`src/rtl/tile_pixel_sel.sv`:
```
`default_nettype none
// ============================================================================
//  Module      : tile_pixel_sel
//  Description : Two-stage VGA pixel selector for a 4x4 tile board. Stage 0
//                locates the pixel on the board and looks up the tile code.
//                Stage 1 registers the tile-image address. Stage 2 registers
//                the colour taken from the decoded memory pixel bus.
//  Option      : `define TILE_SEL_SNAPSHOT_EN latches the board once per frame
//                (v_cnt==480, h_cnt==0) and uses that copy for tile lookup.
//                Without it, the live board input is used.
//  Revision    : 1.0  initial release
// ============================================================================
module tile_pixel_sel #(
  parameter int          BOARD_X0  = 120,
  parameter int          BOARD_Y0  = 40,
  parameter int          TILE_W    = 100,
  parameter logic [11:0] BG_COLOR  = 12'hBBA,
  parameter logic [11:0] ERR_COLOR = 12'hF0F
) (
  input  logic        clk,
  input  logic        rst_n,
  input  logic [9:0]  h_cnt,
  input  logic [9:0]  v_cnt,
  input  logic        valid,
  input  logic [63:0] board,
  output logic [18:0] pixel_addr,
  input  logic [11:0] signal0,
  input  logic [11:0] signal1,
  input  logic [11:0] signal2,
  input  logic [11:0] signal3,
  input  logic [11:0] signal4,
  input  logic [11:0] signal5,
  input  logic [11:0] signal6,
  input  logic [11:0] signal7,
  input  logic [11:0] signal8,
  input  logic [11:0] signal9,
  input  logic [11:0] signal10,
  input  logic [11:0] signal11,
  output logic [11:0] rgb_out,
  output logic        rgb_valid
);

  // Board extents and tile boundaries, in 11 bits so X0 + 4*W never overflows.
  localparam logic [10:0] X_LO = 11'(BOARD_X0);
  localparam logic [10:0] X_HI = 11'(BOARD_X0 + 4 * TILE_W);
  localparam logic [10:0] Y_LO = 11'(BOARD_Y0);
  localparam logic [10:0] Y_HI = 11'(BOARD_Y0 + 4 * TILE_W);
  localparam logic [10:0] T1   = 11'(TILE_W);
  localparam logic [10:0] T2   = 11'(2 * TILE_W);
  localparam logic [10:0] T3   = 11'(3 * TILE_W);
  localparam logic [18:0] STRIDE = 19'(TILE_W);

  // --------------------------------------------------------------------------
  // Board source: per-frame snapshot or live input
  // --------------------------------------------------------------------------
  logic [63:0] board_sel;

`ifdef TILE_SEL_SNAPSHOT_EN
  logic [63:0] snap_q;
  logic [63:0] snap_d;

  // Capture the board at the start of vertical blanking so a frame never tears.
  always_comb begin
    snap_d = snap_q;
    if ((v_cnt == 10'd480) && (h_cnt == 10'd0)) begin
      snap_d = board;
    end
  end

  // Snapshot register, cleared to an all-empty board.
  always_ff @(posedge clk or negedge rst_n) begin
    if (!rst_n) begin
      snap_q <= 64'd0;
    end else begin
      snap_q <= snap_d;
    end
  end

  assign board_sel = snap_q;
`else
  assign board_sel = board;
`endif

  // --------------------------------------------------------------------------
  // Stage 0: board location, tile lookup and address computation
  // --------------------------------------------------------------------------
  logic [10:0] h_ext;
  logic [10:0] v_ext;
  logic [10:0] x_rel;
  logic [10:0] y_rel;
  logic [10:0] tx;
  logic [10:0] ty;
  logic [1:0]  col;
  logic [1:0]  row;
  logic        x_in;
  logic        y_in;
  logic [3:0]  tile_idx;

  logic [18:0] pixel_addr_d;
  logic [18:0] pixel_addr_q;
  logic [3:0]  code_s1_d;
  logic [3:0]  code_s1_q;
  logic        on_board_s1_d;
  logic        on_board_s1_q;
  logic        valid_s1_d;
  logic        valid_s1_q;

  assign h_ext = {1'b0, h_cnt};
  assign v_ext = {1'b0, v_cnt};

  // Locate the pixel by comparing against the tile boundaries (no divider);
  // the top comparison is >= so the last pixel stays in column/row 3.
  always_comb begin
    x_in  = (h_ext >= X_LO) && (h_ext < X_HI);
    y_in  = (v_ext >= Y_LO) && (v_ext < Y_HI);
    x_rel = h_ext - X_LO;
    y_rel = v_ext - Y_LO;

    if (x_rel >= T3) begin
      col = 2'd3;
      tx  = x_rel - T3;
    end else if (x_rel >= T2) begin
      col = 2'd2;
      tx  = x_rel - T2;
    end else if (x_rel >= T1) begin
      col = 2'd1;
      tx  = x_rel - T1;
    end else begin
      col = 2'd0;
      tx  = x_rel;
    end

    if (y_rel >= T3) begin
      row = 2'd3;
      ty  = y_rel - T3;
    end else if (y_rel >= T2) begin
      row = 2'd2;
      ty  = y_rel - T2;
    end else if (y_rel >= T1) begin
      row = 2'd1;
      ty  = y_rel - T1;
    end else begin
      row = 2'd0;
      ty  = y_rel;
    end

    tile_idx = {row, col};
  end

  // Next values for stage 1: address is forced to zero off the board.
  always_comb begin
    on_board_s1_d = valid && x_in && y_in;
    valid_s1_d    = valid;
    code_s1_d     = board_sel[{tile_idx, 2'b00} +: 4];
    pixel_addr_d  = 19'd0;
    if (on_board_s1_d) begin
      pixel_addr_d = (19'(ty) * STRIDE) + 19'(tx);
    end
  end

  // --------------------------------------------------------------------------
  // Stage 1: address edge
  // --------------------------------------------------------------------------
  // Register the memory address together with the tile code and flags.
  always_ff @(posedge clk or negedge rst_n) begin
    if (!rst_n) begin
      pixel_addr_q  <= 19'd0;
      code_s1_q     <= 4'd0;
      on_board_s1_q <= 1'b0;
      valid_s1_q    <= 1'b0;
    end else begin
      pixel_addr_q  <= pixel_addr_d;
      code_s1_q     <= code_s1_d;
      on_board_s1_q <= on_board_s1_d;
      valid_s1_q    <= valid_s1_d;
    end
  end

  assign pixel_addr = pixel_addr_q;

  // --------------------------------------------------------------------------
  // Stage 2: memory-data edge
  // --------------------------------------------------------------------------
  logic [11:0] rgb_out_d;
  logic [11:0] rgb_out_q;
  logic        rgb_valid_d;
  logic        rgb_valid_q;

  // Pick the tile image matching the code; codes above 11 flag a bad board.
  always_comb begin
    rgb_valid_d = valid_s1_q;
    rgb_out_d   = BG_COLOR;
    if (on_board_s1_q) begin
      case (code_s1_q)
        4'd0:    rgb_out_d = signal0;
        4'd1:    rgb_out_d = signal1;
        4'd2:    rgb_out_d = signal2;
        4'd3:    rgb_out_d = signal3;
        4'd4:    rgb_out_d = signal4;
        4'd5:    rgb_out_d = signal5;
        4'd6:    rgb_out_d = signal6;
        4'd7:    rgb_out_d = signal7;
        4'd8:    rgb_out_d = signal8;
        4'd9:    rgb_out_d = signal9;
        4'd10:   rgb_out_d = signal10;
        4'd11:   rgb_out_d = signal11;
        default: rgb_out_d = ERR_COLOR;
      endcase
    end
  end

  // Output colour register, aligned with the memory pixel bus.
  always_ff @(posedge clk or negedge rst_n) begin
    if (!rst_n) begin
      rgb_out_q   <= 12'h000;
      rgb_valid_q <= 1'b0;
    end else begin
      rgb_out_q   <= rgb_out_d;
      rgb_valid_q <= rgb_valid_d;
    end
  end

  assign rgb_out   = rgb_out_q;
  assign rgb_valid = rgb_valid_q;

endmodule
`default_nettype wire

```
`config.mk`:
```
export PLATFORM = sky130hd
export DESIGN_NAME = tile_pixel_sel
export DESIGN_NICKNAME = d
export VERILOG_FILES = /design/src/rtl/tile_pixel_sel.sv
export SDC_FILE = /design/constraint.sdc
export NUM_CORES = 1
export LEC_CHECK = 0
export CORE_AREA = 2 2 218 113
export DETAILED_ROUTE_END_ITERATION = 8
export DIE_AREA = 0 0 220 115
export DONT_BUFFER_PORTS = 1
export PLACE_DENSITY = 0.48
export SLEW_MARGIN = 20
export SYNTH_ARGS = -nofsm -noshare
export SYNTH_HDL_FRONTEND = slang
export SYNTH_SLANG_ARGS = --single-unit
```
`constraint.sdc`:
```
create_clock -name clk -period 1.8 [get_ports clk]
set_clock_uncertainty 0.1 [all_clocks]
set_input_delay 0.36 -clock clk [delete_from_list [all_inputs] [get_ports clk]]
set_output_delay 0.36 -clock clk [all_outputs]
set_load 0.005 [all_outputs]
```
==> impl_metrics.csv, run 1 <==
group,metric,value,unit
min_path,hold_path.class,"input pin to flip-flop",
logic_synthesis,synth_edf_count,0,
logic_synthesis,post-synth-top-count-cell,"ha_1",
detailed_routing,drc,0,
floorplan,die_width,220,µm
critical_path,end_kind,"flip-flop",
critical_path,critical_path.cell_chain,"or3_4 > o21ai_4 > o211ai_1 > buf_4 > nor4_4 > buf_4 > clkinvlp_4 > a21oi_2 > o21ai_2 > xnor2_2 > ha_1 > ha_1 > inv_1 > fa_1 > inv_2 > ha_4 > nor2b_4 > or3b_4 > nand3_2 > or3b_4 > a2111o_1 > xor2_1 > nor2_1",
timing,fmax,197,MHz
grt,antenna_found_initial,4,
pwr,seq_power_share,0.079,
floorplan,die-area,25300,µm²
critical_path,cp_slowest_cell,"fa_1",
cells_and_area,final_cells,1269,
run,cap_violations,0,
timing,rsz0062_at_grt,"yes",
logic_synthesis,ys_seq_area_frac,0.165,
logic_synthesis,synthTopCellsByCount,"ha_1, nand2_1, a21oi_1, nor2_1, dfrtp_1",
placement,io_buffers,0,
floorplan,die-height,115,µm
pwr,power_density,1460,nW/µm²
timing,hold_slack,0.102,ns
timing,period_minus_slack,5.07,ns
logic_synthesis,synth_top_cell_by_area,"dfrtp_1",
logic_synthesis,synth_nets,1007,
clocking,clockRootBuffer,"clkbuf_16",
logic_synthesis,yosys_warnings,0,
placement,place_congestion,0.888,
pwr,p_sw_frac,0.422,
detailed_routing,totalWireLength,27.3,mm
logic_synthesis,async_flop_share,1.00,
floorplan,core-area,23400,µm²
pwr,vdd_drop_max,1.07,mV
logic_synthesis,synth-seq-cells,38,
grt,grt_pass1_wl,38.3,mm
timing,final-setup-viol-count,23,
timing,tightestPinTransition,0.683,ns
pwr,combPwrFrac,0.836,
status,violations,"negative setup slack",
clocking,cts.sinks,38,
placement,hpwl,21.8,mm
cells_and_area,nets,1250,
logic_synthesis,synth_cell_types,79,
status,status,"finished with violations",
clocking,cts.clk_slew.worst_paths,0.06,ns
timing,hold_violations,0,
floorplan,top_level_ports,263,
cells_and_area,area_delta_synth_final,66.6,%
timing,final.setup.worst_slack,-3.27,ns
critical_path,required,1.92,ns
floorplan,num_rows,40,
logic_synthesis,syn_avg_cell_area,8.17,µm²
cells_and_area,drive_gt1_frac,0.496,
placement,post_dp_cell_area,8030,µm²
placement,dp.cells,1199,
pwr,clkPwrFrac,0.085,
detailed_routing,vias,6705,
detailed_routing,vias_per_cell,5.28,
logic_synthesis,synthTopCellsByArea,"dfrtp_1, ha_1, a21oi_1",
grt,grt_pass1_vias,6342,
timing,tns,-44.85,ns
timing,fin_crit_sh,2.82,
cells_and_area,fin_area,9610,µm²
clocking,ctsLongestPathBuffers,2,
grt,track_usage,0.200,
logic_synthesis,synthFlopType,"dfrtp_1",
clocking,clock_latency,0.28,ns
critical_path,crit_type,"input pin to flip-flop",
grt,grt_max_degree,39,
pwr,total_leakage_power,4.12,nW
grt,overflow,0,
critical_path,cp_slowest_stage_delay,0.56,ns
logic_synthesis,synth_top_area_frac,0.165,
logic_synthesis,syn_area,5770,µm²
timing,relSlewSlack,0.541,
clocking,h-tree-depth,2,
timing,maxSlewViolCount,0,
detailed_routing,ant_nets,0,
pwr,p_int,0.00813,W
critical_path,worst_ep_arrival_time,5.19,ns
detailed_routing,avgRoutedWirePerCell,21.5,µm
pwr,p_sw,0.00595,W
floorplan,initial_utilization,0.246,
critical_path,crit_fanout,5,
clocking,cts_made_buffers,5,
critical_path,startpoint_type,"input pin",
placement,pre_cts_slack,-3.78,ns
logic_synthesis,syn_inst,706,
clocking,cts_tree,"built",
detailed_routing,initialDrtViolationCount,532,
cells_and_area,fillCellCount,2341,
detailed_routing,drtPass1Iterations,5,
critical_path,rrSetupSlack,-0.02,ns
-- worst max-delay path, delay by kind of cell --
family                   cells  cell delay [ns]
AO/OA/AOI/OAI                5             0.89
adder cells (fa/ha/maj)      4             1.35
XOR/XNOR                     2             0.29
AND/OR/NAND/NOR              7             1.67
buffers and inverters        5             0.58
-- worst paths after layout --
check | depth (start not counted) | start | to
setup reg to reg | 8 | code_s1_q[3] | rgb_out[4]
setup / recovery | 23 | v_cnt[8] | pixel_addr[16]
hold reg to reg | 0 | rgb_valid_d | rgb_valid
max in group asynchronous | 2 | rst_n | pixel_addr[15]
hold / removal | 1 | h_cnt[0] | pixel_addr[0]
min in group asynchronous | 2 | rst_n | rgb_out[4]
-- area by class of cell --
cell class,count,area (µm²),area share
clock inverters,2,60.1,0.00625
diodes,4,10.0,0.00104
clock buffers,6,139,0.0145
well taps,315,394,0.0410
inverters,37,178,0.0185
repair buffers,274,2320,0.241
multi-input cells,593,5550,0.578
flip-flops and latches,38,955,0.0993
-- layout by cell type, fill, tap and decap left out, drive strengths merged, types with 5 or more instances in the layout --
master | synthesis | routed
fa | 7 | 7
o211ai | 5 | 5
a21o | 8 | 8
a222oi | 16 | 16
nand2b | 16 | 16
a221oi | 25 | 25
a31oi | 10 | 10
nand4 | 8 | 8
nand2 | 63 | 63
nand3 | 26 | 26
mux2i | 17 | 17
nor2 | 46 | 46
buf | 20 | 272
ha | 63 | 63
xor2 | 22 | 22
clkbuf | 18 | 6
a22oi | 25 | 25
mux2 | 16 | 16
nor3 | 21 | 21
o31ai | 5 | 5
dfrtp | 38 | 38
xnor2 | 25 | 25
a211oi | 7 | 7
inv | 37 | 36
a21oi | 46 | 46
and2 | 5 | 5
nor2b | 7 | 7
o21ai | 29 | 29
a22o | 11 | 11
-- sequential cells by signal (all words and copies together), names as in the netlist --
register / cells
rgb_valid_d: 1
code_s1_q: 4
pixel_addr: 19
rgb_out: 12
on_board_s1_q: 1
rgb_valid: 1
-- metrics by stage --
step | utilization | power (W)
2_1_floorplan | - | 0.00717
3_3_place_gp | 0.343 | 0.0107
3_5_place_dp | 0.343 | 0.0107
4_1_cts | 0.386 | 0.0133
5_1_grt | 0.410 | 0.0153
6_report | 0.410 | 0.0141
-- logic make-up after synthesis --
kind of cell	count (synthesis)	synth area share
xor gates and xnor gates	47	0.0727
and+or+nand+nor	221	0.194
AOI/OAI and AO/OA	222	0.284
muxes	33	0.0627
buffers and inverters	75	0.0612
adders and majority gates	70	0.161
DFF	38	0.165
-- power groups by stage --
stage                     combinational [W]  clock, W  sequential (W)
after detailed placement            0.00957         0         0.00111
after floorplan                     0.00611         0         0.00105
after CTS                            0.0109   0.00124         0.00111
after global placement              0.00961         0         0.00112
final                                0.0118   0.00120         0.00111
after global routing                 0.0129   0.00128         0.00113
-- repair_timing --
item,CTS,global route
buffers inserted,31,31
hold endpoints to repair,39,0
hold buffers,3,0
gates cloned,1,1
gates resized for setup,104,91
setup endpoints to repair,35,36
pin swaps,57,50
-- routing by layer --
metal  vias up  part of all wire  global-route usage
met5         -                 0                   0
li1       3182                 -                   -
met4         0             0.021              0.0528
met2       285              0.44               0.301
met1      3213              0.47               0.289
met3        25             0.075              0.0397
No activity file was read; power rests on OpenSTA's default activity.
==> run 2: changes to the inputs <==
--- a/config.mk
+++ b/config.mk
@@ -6,6 +6,7 @@
 export NUM_CORES = 1
 export LEC_CHECK = 0
 export CORE_AREA = 2 2 218 113
+export CTS_BUF_LIST = sky130_fd_sc_hd__clkbuf_4
 export DETAILED_ROUTE_END_ITERATION = 8
 export DIE_AREA = 0 0 220 115
 export DONT_BUFFER_PORTS = 1
==> impl_metrics.csv, run 2 (synthesis results as in run 1) <==
group,metric,value,unit
critical_path,required,1.99,ns
critical_path,worst_ep_arrival_time,5.27,ns
detailed_routing,vias,6828,
cells_and_area,final_core_util,0.421,
detailed_routing,drc,0,
critical_path,startpoint_type,"input pin",
grt,busiest_layer,"met2",
cells_and_area,drive_gt1_frac,0.516,
floorplan,initial_utilization,0.246,
cells_and_area,final_common_cell,"buf_4",
floorplan,top_level_ports,263,
pwr,vdd_drop_max,1.07,mV
placement,dp.cells,1199,
grt,antenna_found_initial,3,
detailed_routing,totalWireLength,28.0,mm
timing,final-setup-viol-count,27,
status,violations,"negative setup slack",
floorplan,die-area,25300,µm²
grt,overflow,0,
timing,hold_violations,0,
detailed_routing,avgRoutedWirePerCell,21.9,µm
status,status,"finished with violations",
clocking,clock_latency,0.36,ns
floorplan,die_width,220,µm
grt,use_met2,0.317,
timing,period_minus_slack,5.07,ns
clocking,cts_made_buffers,5,
clocking,cts.sinks,38,
grt,grt_pass1_wl,39.5,mm
detailed_routing,vias_per_cell,5.34,
clocking,ctsLongestPathBuffers,2,
timing,final.setup.worst_slack,-3.27,ns
timing,maxSlewViolCount,0,
critical_path,end_kind,"flip-flop",
cells_and_area,largest_reg_flops,19,
timing,rsz0062_at_grt,"yes",
cells_and_area,layout_common_cells,"buf_4, nand2_1, buf_6",
timing,fmax,197,MHz
cells_and_area,final_cells,1278,
grt,grt_max_degree,39,
timing,relSlewSlack,0.563,
clocking,h-tree-depth,2,
grt,met3_usage,0.0437,
grt,track_usage,0.206,
cells_and_area,nets,1260,
floorplan,num_rows,40,
placement,io_buffers,0,
clocking,cts.clk_slew.worst_paths,0.13,ns
grt,grt_pass1_vias,6505,
detailed_routing,ant_nets,0,
grt,use_met1,0.292,
placement,hpwl,21.8,mm
clocking,cts_tree,"built",
timing,tightestPinTransition,0.649,ns
cells_and_area,area_delta_synth_final,71.1,%
pwr,power_density,1510,nW/µm²
detailed_routing,drtPass1Iterations,6,
critical_path,crit_type,"input pin to flip-flop",
placement,place_congestion,0.888,
clocking,clockRootBuffer,"clkbuf_4",
pwr,total_leakage_power,4.18,nW
floorplan,die-height,115,µm
run,cap_violations,0,
detailed_routing,initialDrtViolationCount,523,
critical_path,crit_fanout,8,
min_path,hold_path.class,"input pin to flip-flop",
floorplan,core-area,23400,µm²
timing,fin_crit_sh,2.82,
run 2: path summary, 6_finish.rpt:
kind	start	to	slack [ns]	cells after the start
min reg2reg	rgb_valid_d	rgb_valid	0.28	0
max reg2reg	code_s1_q[1]	rgb_out[5]	-0.03	7
max	v_cnt[7]	pixel_addr[16]	-3.27	23
min in group asynchronous	rst_n	rgb_out[1]	0.34	2
min	signal7[3]	rgb_out[3]	0.03	2
max in group asynchronous	rst_n	pixel_addr[15]	1.04	2
run 2: layer usage:
metal / share of wire / up-vias
li1: - / 3200
met1: 0.46 / 3332
met2: 0.44 / 260
met3: 0.073 / 36
met4: 0.024 / 0
met5: 0 / -
run 2: area by class of cell:
type                       instances  area [µm²]
multi-input combinational        593        5740
antenna                            3        7.51
clock inverter                     3        63.8
clock buffer                       5        37.5
sequential                        38         953
fill                            2293       13600
tap                              315         394
inverter                          37         178
timing repair buffer             284        2490
run 2: timing repair:
item	in CTS	in global routing
pin swaps	94	75
hold buffers	5	1
cloned	2	0
setup endpoints to repair	33	35
setup buffers	46	26
gates resized for setup	131	96
endpoints found under the hold margin	41	1
run 2: worst max-delay path, stage by stage:
cell	delay [ns]
or3_4	0.40
or3_4	0.41
nand2_4	0.10
a311o_1	0.26
buf_6	0.17
buf_6	0.11
a21oi_1	0.04
o22ai_1	0.16
nand2_1	0.13
ha_1	0.29
ha_1	0.29
inv_2	0.04
fa_1	0.48
inv_2	0.05
ha_4	0.17
a211o_1	0.27
a211oi_2	0.26
buf_4	0.15
o211ai_1	0.10
or3b_4	0.43
a2111o_1	0.34
xor2_1	0.15
nor2_1	0.09
run 2: stage by stage:
| step | setup TNS [ns] | cell area, µm² | total power [W] | worst slack, ns | hold WS, ns |
|---|---|---|---|---|---|
| after detailed placement | -56.20 | 8030 | 0.0107 | -3.78 | -0.0342 |
| after global routing | -46.68 | 9870 | 0.0161 | -3.43 | 0.00127 |
| after global placement | -55.99 | 8030 | 0.0107 | -3.71 | -0.0344 |
| after floorplan | -47.68 | 6220 | 0.00717 | -3.58 | -0.0356 |
| final | -43.80 | 9870 | 0.0149 | -3.27 | 0.0279 |
| after CTS | -42.60 | 9270 | 0.0138 | -3.17 | 0.00792 |
run 2: power by group:
group          leakage, nW  internal [W]  switching (W)
Sequential           0.472      0.000982       0.000119
Clock               0.0529      0.000428       0.000328
Combinational         3.65       0.00709        0.00592
